$ cat src/rtl/uart_pkg.sv
// Shared definitions for the UART receiver: state encoding, default frame
// geometry and the oversample tick positions used inside each bit period.
package uart_pkg;

  typedef enum logic [2:0] {
    IDLE   = 3'd0,
    START  = 3'd1,
    DATA   = 3'd2,
    PARITY = 3'd3,
    STOP   = 3'd4
  } state_t;

  localparam int DBIT_DEFAULT    = 8;
  localparam int SB_TICK_DEFAULT = 16;
  localparam int MID_TICK        = 7;
  localparam int END_TICK        = 15;

  // A two-stop-bit setting (32 ticks) needs a wider oversample counter.
  function automatic int s_width(input int sb_tick);
    return (sb_tick > 16) ? $clog2(sb_tick) : 4;
  endfunction

endpackage

$ cat src/rtl/uart_sync2.sv
// Two-flop synchronizer for the asynchronous serial line; resets to the idle
// (high) level so reset never looks like a start bit.
module uart_sync2 (
  input  logic clk,
  input  logic reset,
  input  logic d,
  output logic q
);

  logic meta;

  always_ff @(posedge clk or negedge reset) begin
    if (!reset) begin
      meta <= 1'b1;
      q    <= 1'b1;
    end else begin
      meta <= d;
      q    <= meta;
    end
  end

endmodule

$ cat src/rtl/uart_rx.sv
// 16x-oversampled UART receiver. Define UART_RX_PARITY_EN to receive an even
// parity bit between the data bits and the stop bit.
module uart_rx
  import uart_pkg::*;
#(
  parameter int DBIT    = DBIT_DEFAULT,
  parameter int SB_TICK = SB_TICK_DEFAULT
) (
  input  logic       clk,
  input  logic       reset,
  input  logic       rx,
  input  logic       s_tick,
  output logic [7:0] dout,
  output logic       rx_done_tick,
  output logic       frame_err,
  output logic       parity_err
);

  localparam int SW = s_width(SB_TICK);
  localparam logic [SW-1:0] S_MID  = SW'(MID_TICK);
  localparam logic [SW-1:0] S_END  = SW'(END_TICK);
  localparam logic [SW-1:0] S_STOP = SW'(SB_TICK - 1);
  localparam logic [2:0]    N_LAST = 3'(DBIT - 1);

  state_t            state;
  logic [SW-1:0]     s;
  logic [2:0]        n;
  logic [DBIT-1:0]   b;
  logic              rx_s;
  logic              fe_q;
`ifdef UART_RX_PARITY_EN
  logic              pe_q;
`endif

  uart_sync2 u_sync (
    .clk  (clk),
    .reset(reset),
    .d    (rx),
    .q    (rx_s)
  );

`ifndef UART_RX_PARITY_EN
  assign parity_err = 1'b0;
`endif

  // Status is captured inside the FSM and published to the outputs on the
  // cycle after rx_done_tick, so all three change together.
  always_ff @(posedge clk or negedge reset) begin
    if (!reset) begin
      state        <= IDLE;
      s            <= '0;
      n            <= '0;
      b            <= '0;
      fe_q         <= 1'b0;
      dout         <= '0;
      frame_err    <= 1'b0;
      rx_done_tick <= 1'b0;
`ifdef UART_RX_PARITY_EN
      pe_q         <= 1'b0;
      parity_err   <= 1'b0;
`endif
    end else begin
      rx_done_tick <= 1'b0;
      if (rx_done_tick) begin
        dout       <= 8'(b);
        frame_err  <= fe_q;
`ifdef UART_RX_PARITY_EN
        parity_err <= pe_q;
`endif
      end
      case (state)
        IDLE: begin
          if (!rx_s) begin
            s     <= '0;
            state <= START;
          end
        end
        START: begin
          if (s_tick) begin
            if (s == S_MID) begin
              if (!rx_s) begin
                s     <= '0;
                n     <= '0;
                state <= DATA;
              end else begin
                state <= IDLE;
              end
            end else begin
              s <= s + SW'(1);
            end
          end
        end
        DATA: begin
          if (s_tick) begin
            if (s == S_END) begin
              s <= '0;
              b <= {rx_s, b[DBIT-1:1]};
              if (n == N_LAST) begin
`ifdef UART_RX_PARITY_EN
                state <= PARITY;
`else
                state <= STOP;
`endif
              end else begin
                n <= n + 3'd1;
              end
            end else begin
              s <= s + SW'(1);
            end
          end
        end
`ifdef UART_RX_PARITY_EN
        PARITY: begin
          if (s_tick) begin
            if (s == S_END) begin
              pe_q  <= (^b) ^ rx_s;
              s     <= '0;
              state <= STOP;
            end else begin
              s <= s + SW'(1);
            end
          end
        end
`endif
        STOP: begin
          if (s_tick) begin
            if (s == S_STOP) begin
              fe_q         <= ~rx_s;
              rx_done_tick <= 1'b1;
              state        <= IDLE;
            end else begin
              s <= s + SW'(1);
            end
          end
        end
        default: state <= IDLE;
      endcase
    end
  end

endmodule
$ cat config.mk
export PLATFORM = sky130hd
export DESIGN_NAME = uart_rx
export DESIGN_NICKNAME = d
export VERILOG_FILES = /design/src/rtl/uart_pkg.sv /design/src/rtl/uart_sync2.sv /design/src/rtl/uart_rx.sv
export SDC_FILE = /design/constraint.sdc
export NUM_CORES = 1
export LEC_CHECK = 0
export BUFFER_PORTS_ARGS = -buffer_cell sky130_fd_sc_hd__clkbuf_2
export CAP_MARGIN = 20
export CORE_UTILIZATION = 52
export DETAILED_ROUTE_END_ITERATION = 6
export GPL_TIMING_DRIVEN = 0
export PLACE_DENSITY_LB_ADDON = 0.05
export SYNTH_ARGS = -nofsm -noshare
export SYNTH_HDL_FRONTEND = slang
export SYNTH_SLANG_ARGS = --single-unit
$ cat constraint.sdc
create_clock -name clk -period 1.85 [get_ports clk]
set_input_delay 0.555 -clock clk [delete_from_list [all_inputs] [get_ports clk]]
set_output_delay 0.555 -clock clk [all_outputs]
set_load 0.005 [all_outputs]
==> results of run 1 <==
[layout by cell type (no fill, tap or decap), drive strengths merged, types with 2 or more instances in the layout]
| cell | netlist | routed |
|---|---|---|
| a21oi | 5 | 5 |
| a22o | 2 | 2 |
| a31o | 2 | 2 |
| and3 | 4 | 4 |
| buf | 6 | 11 |
| clkbuf | 1 | 21 |
| dfrtp | 29 | 29 |
| dfstp | 2 | 2 |
| ha | 3 | 3 |
| inv | 6 | 6 |
| mux2 | 22 | 22 |
| nand2 | 8 | 8 |
| nand2b | 2 | 2 |
| nand3 | 2 | 2 |
| nor2 | 8 | 8 |
| nor3 | 4 | 4 |
| o21ai | 2 | 2 |
| o32a | 2 | 2 |
[area by class of cell]
cell class	count	area, um^2
multi-input cells	85	735.7
repair buffers	18	102.6
flip-flops and latches	31	779.5
inverters	6	22.52
well taps	31	38.79
plain buffers	7	38.79
fillers	231	967.2
clock buffers	7	65.06
clock inverters	1	7.507
[cells by family (layout without fill, tap and decap cells)]
group | Yosys count | after routing | synth area share
compound gates | 21 | 21 | 0.1039
xor+xnor | 2 | 2 | 0.01164
fa+ha+maj | 3 | 3 | 0.02494
buf+inv | 13 | 39 | 0.04073
flops | 31 | 31 | 0.5170
mux | 23 | 23 | 0.1787
other cells | 1 | 1 | 0.002491
simple gates | 35 | 35 | 0.1205
[metal layers]
| metal | track usage | wire [um] | share of wire | vias to the layer above |
|---|---|---|---|---|
| li1 | - | - | - | 509 |
| met1 | 0.2542 | 1258 | 0.45 | 520 |
| met2 | 0.3081 | 1312 | 0.47 | 31 |
| met3 | 0.07442 | 140 | 0.050 | 9 |
| met4 | 0.08214 | 77 | 0.028 | 0 |
| met5 | 0 | 0 | 0 | - |
[final timing paths]
kind	from	endpoint	slack (ns)	cells after the start
setup / recovery	n[1]	state[2]	0.01	6
hold / removal	reset	n[2]	0.26	1
setup reg to reg	n[1]	state[2]	0.01	6
hold reg to reg	u_sync.meta	u_sync.q	0.36	0
max in group asynchronous	reset	s[0]	1.05	1
min in group clk	rx	u_sync.meta	0.30	1
[power groups by stage]
stage	Sequential, uW	Combinational (uW)	Clock [uW]
after floorplan	797	632	0
after global placement	804	755	0
after detailed placement	809	767	0
after CTS	794	827	482
after global routing	809	1060	504
final	802	966	464
[repair_timing]
| action | in CTS | in global routing |
|---|---|---|
| pin swaps | 2 | 6 |
| hold buffers | 0 | 0 |
| buffers inserted | 1 | 4 |
| gates resized for setup | 4 | 9 |
| endpoints found under the setup margin | 18 | 18 |
[metrics by stage]
| step | utilization | total power (uW) |
|---|---|---|
| finish | 0.6493 | 2231 |
| global route | 0.6493 | 2374 |
| CTS | 0.6216 | 2103 |
| detailed placement | 0.5835 | 1577 |
| global placement | 0.5835 | 1559 |
| floorplan | - | 1429 |
[flip-flops by register name, summed over array words and instances, names as in the netlist]
register      cells
u_sync.meta       1
dout              8
b                 8
u_sync.q          1
fe_q              1
n                 3
s                 4
rx_done_tick      1
frame_err         1
state             3
[worst reg2reg max path, cell delays in order, from the launching register on]
cell,delay [ns]
dfrtp_1,0.40
ha_2,0.19
ha_4,0.17
a2111oi_4,0.41
a41oi_2,0.09
nand2_2,0.13
mux2_2,0.33
==> results.cfg, run 1 <==
[power_and_ir_drop]
clkPwrFrac = 0.208
peakVddDrop_v = 0.0009960
internal-power_uw = 1416
power.share.sequential = 0.359
p_leak_uw = 0.0008726
netSwitchingPower_uw = 815.2
p_sw_frac = 0.3654
p_comb_frac = 0.433
cellPowerDensity_nw_per_um2 = 1246

[route]
wl_per_cell_um = 14.99
drc = 0
wl_mm = 2.789
postRouteAntennaNets = 0
via_per_inst = 5.747
drt_iter0_markers = 36
dr.pass1.iters = 4
vias = 1069

[yosys]
ys_ff_latch = 31
syn-mean-instance-area_um2 = 11.67
netlist_instances = 129
synth_edf_count = 0
yosys-top-cells-count = 29 x dfrtp_1, 19 x mux2_2, 8 x nand2_1
synth_warnings = 0
yosysUniqueCellTypes = 40
ys_seq_area_frac = 0.5170
synthFlopType = dfrtp_1
synth_area_um2 = 1505
synth_largest_area_cell = dfrtp_1
synth.area.top_cells = dfrtp_1 48%, mux2_2 14%, dfstp_2 3.5%
syn_nets = 136
synth.most_common_cell = dfrtp_1
synth_top_area_share = 0.4821
synth-async-reset-ratio = 1.000

[sta]
setup_tns_ns = 0
final_max_slew_viol_count = 0
post-route-period-util = 0.9924
finClkSkew_ns = 0.01612
setup_viol = 0
worst_pin_slew_ns = 0.7578
fmax_mhz = 544.7
whs_ns = 0.2605
hold_violations = 0
relSlewSlack = 0.4948
fin_ws_ns = 0.01410
grt_setup_unrepaired = yes
min_period_ns = 1.836

[min_path]
hp-class = in -> async

[finish]
final_cells = 186
diodes = 0
drive_gt1_frac = 0.4645
final_cell_area_um2 = 1790
area.growth.synth_to_final_pct = 18.95
fin_nets = 161

[clocking]
clk_latency_ns = 0.34
cts_tree = built
clock-sinks = 31
cts_root_buffer = clkbuf_4
numCtsBuffers = 5
htree_levels = 2
cts.clk_slew.worst_paths_ns = 0.11
clockBufferDepth = 2

[outcome]
outcome = completed

[grt]
grt_use_total = 0.1999
grt_max_degree = 32
grt_pass1_wl_mm = 4.650
first_global_vias = 1033
overflow = 0
antenna_found_initial = 0

[place]
portBuffers = 13
dp.cells = 173
dp_hpwl_mm = 1.798
dp_slack_ns = -0.1039
globalplace.congestion = 0.8457
place_area_um2 = 1609

[setup_path]
crit_buf_inv = 0
max_stage_delay_ns = 0.41
cp.arrival_ns = 2.06
crit_chain = ha_2 > ha_4 > a2111oi_4 > a41oi_2 > nand2_2 > mux2_2
worstSetupPathType = reg -> reg
crit_slowest_cell = a2111oi_4
cp-start-kind = flop
path_max_fanout = 3
crit_family = compound AO/OA/AOI/OAI gates
end_kind = flop
crit_required_ns = 2.07

[die]
coreArea_um2 = 2758
initial_core_util = 0.5458
fp.dieH_um = 55.80
rows = 19
io_pins = 15
die_w_um = 55.80
dieArea_um2 = 3114

[flow_run]
max_cap_violations = 0
(Power assumes the default switching activity.)
==> inputs of run 2 (changes only) <==
--- a/config.mk
+++ b/config.mk
@@ -13,4 +13,5 @@
 export PLACE_DENSITY_LB_ADDON = 0.05
 export SYNTH_ARGS = -nofsm -noshare
 export SYNTH_HDL_FRONTEND = slang
+export SYNTH_HIERARCHICAL = 1
 export SYNTH_SLANG_ARGS = --single-unit
==> run 2 against run 1 <==
Final area shrank 3.4%. First-iteration DRC count grew 72%. Sequential power grew 3.1%. Synthesized cell count shrank 0.78%. Die area grew 1.7%. Fmax grew 4.6%. Clock skew shrank 0.012 ns. Global-route usage shrank 1.7 points. Sequential cell count is the same. Clock-buffer cell count shrank 1. Critical path type unchanged.
==> results.cfg, run 2 <==
[die]
die_w_um = 56.27
fp.dieH_um = 56.27
coreArea_um2 = 2781
dieArea_um2 = 3166
io_pins = 15
initial_core_util = 0.5506
rows = 19

[route]
wl_per_cell_um = 13.82
wl_mm = 2.473
dr.pass1.iters = 4
drt_iter0_markers = 62
postRouteAntennaNets = 0
drc = 0
vias = 1030
via_per_inst = 5.754

[finish]
fin_nets = 154
drive_gt1_frac = 0.3649
area.growth.synth_to_final_pct = 12.91
layout_commonest_cell = dfrtp_1
final_cells = 179
reg_top3 = b (8), dout (8), s (4)
final_cell_mix = 29 x dfrtp_1, 17 x mux2_2, 12 x clkbuf_2
final_cell_area_um2 = 1729
diodes = 0

[grt]
overflow = 0
grt_max_degree = 32
first_global_vias = 981
grt_use_total = 0.1825
antenna_found_initial = 0
grt_pass1_wl_mm = 4.402

[sta]
post-route-period-util = 0.9486
min_period_ns = 1.755
final_max_slew_viol_count = 0
setup_tns_ns = 0
worst_pin_slew_ns = 0.7399
finClkSkew_ns = 0.004367
grt_setup_unrepaired = no
setup_viol = 0
hold_violations = 0
whs_ns = 0.2768
fmax_mhz = 569.8
relSlewSlack = 0.5068

[clocking]
cts_root_buffer = clkbuf_4
clk_latency_ns = 0.32
clockBufferDepth = 2
numCtsBuffers = 5
cts_setup_buffers = 0
cts_tree = built
holdBufCountCts = 0
clock-sinks = 31
htree_levels = 2
cts.clk_slew.worst_paths_ns = 0.10

[setup_path]
path_max_fanout = 8
cp-start-kind = flop
worstSetupStartpoint = state[1]
worstSetupPathType = reg -> reg
rr_worst_depth = 5
r2r-start = state[1]
crit_required_ns = 2.06
cp.arrival_ns = 1.97
end_kind = flop

[yosys]
synth_warnings = 6
ys_seq_area_frac = 0.5082
synth_top_area_share = 0.4739
syn_nets = 135
synth-async-reset-ratio = 1.000
synth_edf_count = 0
yosysUniqueCellTypes = 44
synth.area.top_cells = dfrtp_1 47%, mux2_2 12%, dfstp_2 3.4%
syn-mean-instance-area_um2 = 11.96
synth_largest_area_cell = dfrtp_1
netlist_instances = 128
synthFlopType = dfrtp_1
ys_ff_latch = 31
synth.most_common_cell = dfrtp_1
synth_area_um2 = 1531
yosys-top-cells-count = 29 x dfrtp_1, 17 x mux2_2, 7 x nand3_1

[power_and_ir_drop]
finalPower_uw = 2131
cellPowerDensity_nw_per_um2 = 1232
peakVddDrop_v = 0.0007100
p_leak_uw = 0.0008614

[place]
dp.cells = 171
globalplace.congestion = 0.8166
place_area_um2 = 1630
dp_hpwl_mm = 1.753
portBuffers = 12

[flow_run]
max_cap_violations = 0

[min_path]
hp-class = in -> async

[outcome]
outcome = completed
==> run 2: cell types whose count changed in the layout (fill, tap and decap cells not counted), sizes merged, moves of 3 or more <==
cell	change
buf	-4
nand2	-3
nand3	+5
nor3	-3
==> run 2: routing by layer <==
layer  vias up  wire length, um  track usage
met5         -                0            0
met4         0               19      0.05226
met3         4              109      0.06912
met2        27             1155       0.2806
met1       498             1188       0.2427
li1        501                -            -
==> run 2: repair_timing <==
item	in CTS	in global routing
gates resized for setup	0	2
hold endpoints to repair	0	0
endpoints found under the setup margin	0	9
==> run 2: path summary, 6_finish.rpt <==
check                              end  slack [ns]
setup / recovery              state[1]         0.1
hold / removal                state[0]        0.28
setup reg to reg              state[1]         0.1
hold reg to reg               u_sync/q        0.36
max in group asynchronous      dout[4]        1.10
min in group clk           u_sync/meta        0.31
==> run 2: area by class of cell <==
class | count | area [um^2]
sequential | 31 | 778.2
timing repair buffer | 12 | 60.06
buffer | 8 | 52.55
tap | 31 | 38.79
multi-input combinational | 85 | 698.2
clock buffer | 6 | 51.30
clock inverter | 2 | 35.03
inverter | 4 | 15.01
fill | 236 | 1052
==> run 2: logic make-up (layout without fill, tap and decap cells) <==
family,Yosys count,count (layout),share of synthesized area
DFF,31,31,0.5082
buffers and inverters,12,32,0.04411
muxes,21,21,0.1544
and+or+nand+nor,34,34,0.1348
other,1,1,0.002449
AOI/OAI and AO/OA,23,23,0.1136
adders and majority gates,4,4,0.03105
xor gates and xnor gates,2,2,0.01144
==> run 2: critical path, cell delays in order, from the launching register on <==
cell     delay (ns)
dfrtp_1        0.38
buf_6          0.13
or3b_4         0.42
o32a_1         0.22
nand3_1        0.15
mux2_1         0.34
==> run 2: where the power goes <==
group          internal (uW)  total [uW]  switching (uW)
sequential               754         827            73.5
clock                    319         548             229
combinational            339         756             417
==> run 2: stage by stage <==
step	worst slack, ns	utilization
finish	0.09505	0.6217
floorplan	0.1662	-
global route	0.001589	0.6217
detailed placement	0.01496	0.5861
global placement	0.008434	0.5861
CTS	0.01993	0.6172
==> inputs of run 3 (changes only) <==
--- a/config.mk
+++ b/config.mk
@@ -7,7 +7,9 @@
 export LEC_CHECK = 0
 export BUFFER_PORTS_ARGS = -buffer_cell sky130_fd_sc_hd__clkbuf_2
 export CAP_MARGIN = 20
-export CORE_UTILIZATION = 52
+export CELL_PAD_IN_SITES_DETAIL_PLACEMENT = 0
+export CELL_PAD_IN_SITES_GLOBAL_PLACEMENT = 2
+export CORE_UTILIZATION = 35
 export DETAILED_ROUTE_END_ITERATION = 6
 export GPL_TIMING_DRIVEN = 0
 export PLACE_DENSITY_LB_ADDON = 0.05
==> run 3 against run 2 <==
Highest routed layer unchanged. Die area grew 47%. Fmax is essentially flat. Routed wire length rose by 17%. Non-clock buffer count did not move. First-iteration DRC count shrank 45%.
==> results.cfg, run 3 (synthesis results as in run 2) <==
[die]
io_pins = 15
die_w_um = 68.15
initial_core_util = 0.3748
dieArea_um2 = 4644
fp.dieH_um = 68.15
rows = 23
coreArea_um2 = 4086

[min_path]
hp-class = in -> async

[finish]
area.growth.synth_to_final_pct = 14.71
drive_gt1_frac = 0.3741
diodes = 0
fin_nets = 154
final_cells = 197
fillers = 404
layout_commonest_cell = dfrtp_1
reg_top3 = b (8), dout (8), s (4)
final_cell_mix = 29 x dfrtp_1, 17 x mux2_2, 12 x clkbuf_2

[sta]
setup_viol = 0
min_period_ns = 1.753
relSlewSlack = 0.4951
hold_violations = 0
finClkSkew_ns = 0.005289
fmax_mhz = 570.4
whs_ns = 0.3440
final_max_slew_viol_count = 0
worst_pin_slew_ns = 0.7574
post-route-period-util = 0.9477

[grt]
grt_use_total = 0.1482
grt_max_degree = 32
grt_pass1_wl_mm = 4.912
first_global_vias = 1045
overflow = 0
antenna_found_initial = 0

[place]
portBuffers = 12
dp.cells = 190
globalplace.congestion = 0.8081
dp_hpwl_mm = 2.051

[setup_path]
cp-start-kind = flop
path_max_fanout = 8
r2r-start = state[1]
worstSetupStartpoint = state[1]
crit_required_ns = 2.00
end_kind = flop
cp.arrival_ns = 1.91
worstSetupPathType = reg -> reg

[clocking]
holdBufCountCts = 0
clock-sinks = 31
cts.clk_slew.worst_paths_ns = 0.06
numCtsBuffers = 5
clockBufferDepth = 2
cts_tree = built
cts_root_buffer = clkbuf_8
htree_levels = 2
cts_resized = 0
clk_latency_ns = 0.27
cts_setup_buffers = 0

[route]
wl_mm = 2.891
drt_iter0_markers = 34
drc = 0
postRouteAntennaNets = 0
via_per_inst = 5.228
wl_per_cell_um = 14.68
dr.pass1.iters = 4
vias = 1030

[power_and_ir_drop]
p_leak_uw = 0.0008670
cellPowerDensity_nw_per_um2 = 1217
peakVddDrop_v = 0.0006811

[outcome]
outcome = completed

[flow_run]
max_cap_violations = 0
[run 3: path summary, 6_finish.rpt]
check | to | cells after the start | slack (ns)
worst min register to register | u_sync/q | 0 | 0.36
max in group asynchronous | state[1] | 1 | 1.02
worst max register to register | state[1] | 5 | 0.1
worst min-delay path | s[3] | 1 | 0.34
min in group clk | u_sync/q | 0 | 0.36
worst max-delay path | state[1] | 5 | 0.1
[run 3: power by group]
group | switching [uW] | internal (uW) | leakage [uW] | total [uW]
clock network | 227 | 291 | 0.0000470 | 518
registers | 67.8 | 755 | 0.000419 | 823
logic | 461 | 336 | 0.000401 | 797
[run 3: layout make-up]
| class | instances | area [um^2] | area share |
|---|---|---|---|
| repair buffers | 12 | 60.06 | 0.03419 |
| clock buffers | 6 | 82.58 | 0.04701 |
| inverters | 4 | 15.01 | 0.008547 |
| flip-flops and latches | 31 | 778.2 | 0.4430 |
| clock inverters | 1 | 5.005 | 0.002849 |
| multi-input cells | 85 | 700.7 | 0.3989 |
| well taps | 50 | 62.56 | 0.03561 |
| plain buffers | 8 | 52.55 | 0.02991 |
[run 3: routing by layer]
metal / part of all wire / track usage / up-vias
li1: - / - / 501
met1: 0.49 / 0.1813 / 508
met2: 0.46 / 0.2365 / 19
met3: 0.047 / 0.04500 / 2
met4: 0.0073 / 0.07031 / 0
met5: 0 / 0 / -
[run 3: worst max-delay path: stages (launching register included)]
cell	delay (ns)
dfrtp_1	0.37
buf_6	0.13
or3b_4	0.43
o32a_1	0.21
nand3_1	0.16
mux2_1	0.33
[run 3: metrics by stage]
stage	power, uW	setup TNS [ns]	utilization	cell area, um^2	worst slack [ns]
finish	2138	0	0.4299	1757	0.09679
global route	2291	-0.01887	0.4299	1757	-0.01887
CTS	2139	0	0.4262	1742	0.02027
detailed placement	1602	-0.03360	0.4048	1654	-0.03360
global placement	1593	-0.002704	0.4048	1654	-0.002704
floorplan	1431	0	-	1531	0.1662
